### src/rtl/hazard_pkg.sv
`default_nettype none
// ============================================================================
// Module   : hazard_pkg
// Purpose  : Shared types and constants for the pipeline hazard controller.
//            - state_t   : controller FSM states (RUN, MEMWAIT)
//            - fwd_sel_t : ALU operand source select
//            - REG_AW    : register-file address width
// Revision : 1.0 - initial release
// ============================================================================
package hazard_pkg;

    localparam int REG_AW = 5;

    typedef enum logic [0:0] {
        RUN     = 1'b0,
        MEMWAIT = 1'b1
    } state_t;

    typedef enum logic [1:0] {
        FWD_RF  = 2'b00,
        FWD_MEM = 2'b01,
        FWD_WB  = 2'b10
    } fwd_sel_t;

endpackage : hazard_pkg
`default_nettype wire

### src/rtl/fwd_unit.sv
`default_nettype none
// ============================================================================
// Module   : fwd_unit
// Purpose  : Compare one source register against the MEM and WB destinations
//            and select the freshest producer. MEM beats WB; x0 never matches.
// Ports    : rs          in  REG_AW  source register being resolved
//            rd_mem      in  REG_AW  destination in MEM
//            regwen_mem  in  1       MEM writes the register file
//            rd_wb       in  REG_AW  destination in WB
//            regwen_wb   in  1       WB writes the register file
//            sel         out 2       FWD_RF / FWD_MEM / FWD_WB
// Revision : 1.0 - initial release
// ============================================================================
module fwd_unit
    import hazard_pkg::*;
(
    input  logic [REG_AW-1:0] rs,
    input  logic [REG_AW-1:0] rd_mem,
    input  logic              regwen_mem,
    input  logic [REG_AW-1:0] rd_wb,
    input  logic              regwen_wb,
    output fwd_sel_t          sel
);

    logic w_mem_hit;
    logic w_wb_hit;

    assign w_mem_hit = regwen_mem && (rd_mem != '0) && (rd_mem == rs);
    assign w_wb_hit  = regwen_wb  && (rd_wb  != '0) && (rd_wb  == rs);

    always_comb begin
        sel = FWD_RF;
        if (w_mem_hit) begin
            sel = FWD_MEM;
        end else if (w_wb_hit) begin
            sel = FWD_WB;
        end
    end

endmodule : fwd_unit
`default_nettype wire

### src/rtl/hazard_ctrl.sv
`default_nettype none
// ============================================================================
// Module   : hazard_ctrl
// Purpose  : Hazard control for a 5-stage pipeline: operand forwarding,
//            load-use stall, branch flush, data-memory wait with watchdog
//            abort, and optional stall/flush performance counters.
// Config   : HAZARD_PERF_EN - when defined, stallcnt/flushcnt count; when
//            undefined the ports are tied to zero and no counter flops exist.
// Ports    : clk, rstn (synchronous, active-low)
//            rs1_id, rs2_id, rs1_ex, rs2_ex, rd_ex, memread_ex
//            rd_mem, rd_wb, regwen_mem, regwen_wb, memwrite_mem, rs2_mem
//            brtaken_ex, dmem_req_mem, dmem_ready
//            fwda_ex, fwdb_ex (2b), fwdls
//            stall_if/id/ex/mem, flush_id/ex, mem_err
//            stallcnt, flushcnt (CNT_W)
// Revision : 1.0 - initial release
// ============================================================================
module hazard_ctrl
    import hazard_pkg::*;
#(
    parameter int TIMEOUT = 16,
    parameter int CNT_W   = 32
) (
    input  logic              clk,
    input  logic              rstn,
    input  logic [REG_AW-1:0] rs1_id,
    input  logic [REG_AW-1:0] rs2_id,
    input  logic [REG_AW-1:0] rs1_ex,
    input  logic [REG_AW-1:0] rs2_ex,
    input  logic [REG_AW-1:0] rd_ex,
    input  logic              memread_ex,
    input  logic [REG_AW-1:0] rd_mem,
    input  logic [REG_AW-1:0] rd_wb,
    input  logic              regwen_mem,
    input  logic              regwen_wb,
    input  logic              memwrite_mem,
    input  logic [REG_AW-1:0] rs2_mem,
    input  logic              brtaken_ex,
    input  logic              dmem_req_mem,
    input  logic              dmem_ready,
    output logic [1:0]        fwda_ex,
    output logic [1:0]        fwdb_ex,
    output logic              fwdls,
    output logic              stall_if,
    output logic              stall_id,
    output logic              stall_ex,
    output logic              stall_mem,
    output logic              flush_id,
    output logic              flush_ex,
    output logic              mem_err,
    output logic [CNT_W-1:0]  stallcnt,
    output logic [CNT_W-1:0]  flushcnt
);

    localparam int                WD_W      = (TIMEOUT > 1) ? $clog2(TIMEOUT) : 1;
    localparam logic [WD_W-1:0]   C_WD_LAST = WD_W'(TIMEOUT - 1);

    state_t          r_state;
    state_t          w_state_next;
    logic [WD_W-1:0] r_wdog;
    logic            r_fwdls_hold;

    fwd_sel_t        w_fwda;
    fwd_sel_t        w_fwdb;
    fwd_sel_t        w_fwds;
    logic            w_fwdls_raw;
    logic            w_loaduse;

    // ------------------------------------------------------------------
    // Forwarding
    // ------------------------------------------------------------------
    fwd_unit u_fwd_a (
        .rs         (rs1_ex),
        .rd_mem     (rd_mem),
        .regwen_mem (regwen_mem),
        .rd_wb      (rd_wb),
        .regwen_wb  (regwen_wb),
        .sel        (w_fwda)
    );

    fwd_unit u_fwd_b (
        .rs         (rs2_ex),
        .rd_mem     (rd_mem),
        .regwen_mem (regwen_mem),
        .rd_wb      (rd_wb),
        .regwen_wb  (regwen_wb),
        .sel        (w_fwdb)
    );

    // Store data in MEM can only be overtaken by the WB result, so the MEM
    // comparison path of this instance is tied off.
    fwd_unit u_fwd_ls (
        .rs         (rs2_mem),
        .rd_mem     ('0),
        .regwen_mem (1'b0),
        .rd_wb      (rd_wb),
        .regwen_wb  (regwen_wb),
        .sel        (w_fwds)
    );

    assign fwda_ex     = w_fwda;
    assign fwdb_ex     = w_fwdb;
    assign w_fwdls_raw = memwrite_mem && (w_fwds == FWD_WB);

    assign w_loaduse = memread_ex && (rd_ex != '0) &&
                       ((rd_ex == rs1_id) || (rd_ex == rs2_id));

    // ------------------------------------------------------------------
    // FSM state register, watchdog and held store-forward select
    // ------------------------------------------------------------------
    always_ff @(posedge clk) begin
        if (!rstn) begin
            r_state      <= RUN;
            r_wdog       <= '0;
            r_fwdls_hold <= 1'b0;
        end else begin
            r_state <= w_state_next;
            // Held at zero in RUN so the count starts cleared on entry.
            if (r_state == MEMWAIT) begin
                r_wdog <= r_wdog + 1'b1;
            end else begin
                r_wdog <= '0;
            end
            if ((r_state == RUN) && (w_state_next == MEMWAIT)) begin
                r_fwdls_hold <= w_fwdls_raw;
            end
        end
    end

    // ------------------------------------------------------------------
    // Next state and control outputs
    // ------------------------------------------------------------------
    always_comb begin
        w_state_next = r_state;
        stall_if     = 1'b0;
        stall_id     = 1'b0;
        stall_ex     = 1'b0;
        stall_mem    = 1'b0;
        flush_id     = 1'b0;
        flush_ex     = 1'b0;
        mem_err      = 1'b0;
        fwdls        = w_fwdls_raw;

        case (r_state)
            RUN: begin
                if (dmem_req_mem && !dmem_ready) begin
                    // The entry cycle already freezes the whole pipeline so
                    // the access in MEM is not lost.
                    w_state_next = MEMWAIT;
                    stall_if     = 1'b1;
                    stall_id     = 1'b1;
                    stall_ex     = 1'b1;
                    stall_mem    = 1'b1;
                end else if (brtaken_ex) begin
                    // A taken branch squashes the load-use victim anyway,
                    // so no stall is needed alongside the flush.
                    flush_id = 1'b1;
                    flush_ex = 1'b1;
                end else if (w_loaduse) begin
                    stall_if = 1'b1;
                    stall_id = 1'b1;
                    flush_ex = 1'b1;
                end
            end

            MEMWAIT: begin
                fwdls = r_fwdls_hold;
                if (dmem_ready) begin
                    // Completion cycle: the pipeline advances, so a branch
                    // that was held in EX by the stall is acted on now.
                    w_state_next = RUN;
                    if (brtaken_ex) begin
                        flush_id = 1'b1;
                        flush_ex = 1'b1;
                    end else if (w_loaduse) begin
                        stall_if = 1'b1;
                        stall_id = 1'b1;
                        flush_ex = 1'b1;
                    end
                end else begin
                    stall_if  = 1'b1;
                    stall_id  = 1'b1;
                    stall_ex  = 1'b1;
                    stall_mem = 1'b1;
                    if (r_wdog == C_WD_LAST) begin
                        mem_err      = 1'b1;
                        w_state_next = RUN;
                    end
                end
            end

            default: begin
                w_state_next = RUN;
            end
        endcase

        // Control outputs are quiet while reset is applied.
        if (!rstn) begin
            w_state_next = RUN;
            stall_if     = 1'b0;
            stall_id     = 1'b0;
            stall_ex     = 1'b0;
            stall_mem    = 1'b0;
            flush_id     = 1'b0;
            flush_ex     = 1'b0;
            mem_err      = 1'b0;
            fwdls        = 1'b0;
        end
    end

    // ------------------------------------------------------------------
    // Performance counters
    // ------------------------------------------------------------------
`ifdef HAZARD_PERF_EN
    logic [CNT_W-1:0] r_stallcnt;
    logic [CNT_W-1:0] r_flushcnt;

    always_ff @(posedge clk) begin
        if (!rstn) begin
            r_stallcnt <= '0;
            r_flushcnt <= '0;
        end else begin
            if (stall_if) begin
                r_stallcnt <= r_stallcnt + 1'b1;
            end
            if (flush_id) begin
                r_flushcnt <= r_flushcnt + 1'b1;
            end
        end
    end

    assign stallcnt = r_stallcnt;
    assign flushcnt = r_flushcnt;
`else
    assign stallcnt = '0;
    assign flushcnt = '0;
`endif

endmodule : hazard_ctrl
`default_nettype wire

### config.mk
export PLATFORM = sky130hd
export DESIGN_NAME = hazard_ctrl
export DESIGN_NICKNAME = d
export VERILOG_FILES = /design/src/rtl/hazard_pkg.sv /design/src/rtl/fwd_unit.sv /design/src/rtl/hazard_ctrl.sv
export SDC_FILE = /design/constraint.sdc
export NUM_CORES = 1
export LEC_CHECK = 0
export ABC_AREA = 1
export ABC_CLOCK_PERIOD_IN_PS = 1300
export BUFFER_PORTS_ARGS = -buffer_cell sky130_fd_sc_hd__buf_2
export CAP_MARGIN = 25
export CORE_MARGIN = 1
export CORE_UTILIZATION = 42
export CTS_BUF_LIST = sky130_fd_sc_hd__clkbuf_8
export DETAILED_ROUTE_END_ITERATION = 12
export HOLD_SLACK_MARGIN = 0.08
export MAX_ROUTING_LAYER = met4
export PLACE_DENSITY = 0.83
export SLEW_MARGIN = 20
export SYNTH_ARGS = -nofsm -noshare
export SYNTH_HDL_FRONTEND = slang
export SYNTH_HIERARCHICAL = 1
export SYNTH_SLANG_ARGS = --single-unit
### constraint.sdc
create_clock -name clk -period 1.3 [get_ports clk]
set_clock_uncertainty 0.05 [all_clocks]
set_input_delay 0.26 -clock clk [delete_from_list [all_inputs] [get_ports clk]]
set_output_delay 0.26 -clock clk [all_outputs]
set_load 0.03 [all_outputs]
==> results.md <==
- Die Y: 64.9 um
- Clock Latency Late Sink: 230 ps
- DR vias: 1,852
- Final setup vio count: 11
- Nets: 452
- Mux cell area share after synthesis: 0
- Post-Synth Simple-Gate Area: 0.367
- Met3 track demand over resource: 0.0141
- Avg Cell Area, Syn: 5.32 um2
- Max Cap Violations: 0
- HP Class: in -> reg
- Power Density: 521 nW/um2
- Final wirelength: 4460 um
- Req. time, crit path: 990 ps
- Fin crit period: 1650 ps
- Status: complete, but fails checks
- I/O pin total: 125
- Xor/xnor share of the synthesized area: 0.0263
- Pin count of the biggest net entering global routing: 7
- Fin crit share: 1.27
- DPL Wire Length: 2950 um
- RSZ-0062 raised after global routing: yes
- Gr usage total: 0.182
- Setup WS post-layout: -347 ps
- Async set-reset flop share out of synthesis: 0
- Storage element area: 126 um2
- Total grt overflow: 0
- Post-synth top area share: 0.311
- Critical path arrival: 1340 ps
- CTS Sinks: 6
- Synth Area in Compound Gates: 0.0827
- Worst setup EP type: output pin
- Fin Hold WS: 340 ps
- Worst-path clk slew: 40 ps
- Final core occ: 0.667
- Violated checks: negative setup slack
- CTS Hold Bufs: 0
- Crit Path Max Fanout: 4
- Root Driver: clkbuf_8
- M1 GR Usage: 0.177
- Pre-CTS WS: -450 ps
- GP Congestion: 0.842
- Post-synth EDFFs: 0
- Synthesis Warnings: 6
- Post-synth top cells: 86 x nand2_1, 69 x buf_4, 51 x inv_1, 31 x nor2_1, 18 x nand3_1
- Antenna violations before repair: 0
- Avg WL per Cell: 9.95 um
- Total CTS buffers: 3
- Yosys reg bits: 6
- DIE AREA: 4220 um2
- H-tree levels: 1
- Detailed router's first-iteration violation count: 62
- CTS tree: done
- TNS Setup: -1540 ps
- Adder-cell share of the synthesized area: 0.00752
- Startpoint Class: primary input
- First-pass GRT wire length: 5910 um
- Fmax: 0.607 GHz
- Post-Place Cells: 443
- Synth area leader: buf_4
- Synthesized area: 1660 um2
- Row count: 22
- Port Buf Inserts: 60
- Initial core utilization: 0.445
- Vias/cell: 4.13
- Multi-input combinational cell area: 1300 um2
- LEAKAGE: 1.42 nW
- # diodes: 0
- Predominant post-synthesis flop cell: dfxtp_1
- Fillers: 319
- Hold path cells: 3
- GRT met2 Usage: 0.372
- Slew Limit Fails: 0
- Ranking of synthesized cells by area: buf_4 31%, nand2_1 19%, inv_1 12%
- DRC Markers: 0
- Post-Synthesis Cells: 313
- Reg2Reg Depth: 4
- Vias in the first global route: 1,529
- CP Class: in -> out
- Largest family of logic cells by synthesized area: buffers and inverters
- Post-Layout Cell Count: 448
- Worst IR Drop VDD: 244 uV
- Final Hold Viols: 0
- Longest Clk Path Bufs: 2
- Global routing's busiest layer: met2
- Die W: 64.9 um
- Share of post-route cells with drive strength above 1: 0.423
- Core box area: 3740 um2
- Yosys cell types: 20
- Layout area overhead: 50.2%
- Most numerous cell in the Yosys netlist: nand2_1
- Sequential fraction of the synthesis area: 0.0722
- DRT Pass-1 Iters: 4
- ANT nets after route: 0
-- cell families (layout without fill, tap and decap cells) --
logic type,count (synthesis),in the layout
adders and majority gates,1,1
and+or+nand+nor,148,148
AOI/OAI and AO/OA,25,25
other,1,77
xor gates and xnor gates,5,5
DFF,6,6
buffers and inverters,127,138
-- layout by cell type (no fill, tap or decap), drive strengths merged --
master	synthesis	final
xnor2	2	2
o21bai	2	2
nand2	89	89
inv	58	58
nor3	1	1
xor2	3	3
conb	1	77
a21boi	3	3
o21ai	13	13
dfxtp	6	6
nand4	2	2
clkbuf	0	3
buf	69	77
a21oi	7	7
ha	1	1
nor3b	1	1
nand3	18	18
nor2	37	37
-- final cells by class --
cell class / instances / area share
timing repair buffer: 77 / 0.295
tap: 48 / 0.0240
inverter: 58 / 0.0941
clock buffer: 3 / 0.0165
sequential: 6 / 0.0506
multi-input combinational: 256 / 0.519
-- state kept, by name (all words and copies together), names as in the netlist --
| signal | flops |
|---|---|
| r_state | 1 |
| r_fwdls_hold | 1 |
| r_wdog | 4 |
-- metal layers --
layer	vias to the layer above	part of all wire
li1	966	-
met1	796	0.36
met2	85	0.57
met3	5	0.060
met4	0	0.0099
met5	-	0
-- worst max-delay path, cell delays in order --
cell     delay [ps]
buf_6           100
inv_4            40
nand2_2          40
nand2_2          50
nand2_1          50
nor2_1           90
nand3_1          80
nor2_1          100
nand2_1          70
nor2_2          120
nand3_2         110
o21ai_4          70
buf_6           140
-- final timing paths --
check                                   end  slack [ps]                       from
setup / recovery                      fwdls        -350                 rs2_mem[1]
hold / removal           r_state$_SDFF_PN0_         340                       rstn
setup reg to reg       r_wdog[3]$_SDFF_PN0_         170         r_state$_SDFF_PN0_
hold reg to reg   r_fwdls_hold$_SDFFE_PN0P_         470  r_fwdls_hold$_SDFFE_PN0P_
-- through the flow --
stage          power [W]  instance area, um2
5_1_grt          0.00137                2500
4_1_cts          0.00122                2290
3_5_place_dp    0.000847                1960
3_3_place_gp    0.000839                1960
2_1_floorplan   0.000822                2010
6_report         0.00130                2500
-- what timing repair did --
item | CTS | global route
gates resized for setup | 95 | 69
setup endpoints to repair | 12 | 12
pin swaps | 45 | 49
buffers inserted | 1 | 1
-- power by group --
part	internal, W	switching [W]	leakage (nW)
sequential	0.000189	0.00000462	0.0503
combinational	0.000287	0.000540	1.35
clock	0.000199	0.0000810	0.0216
Note: power is estimated with default switching activity, not from simulation.
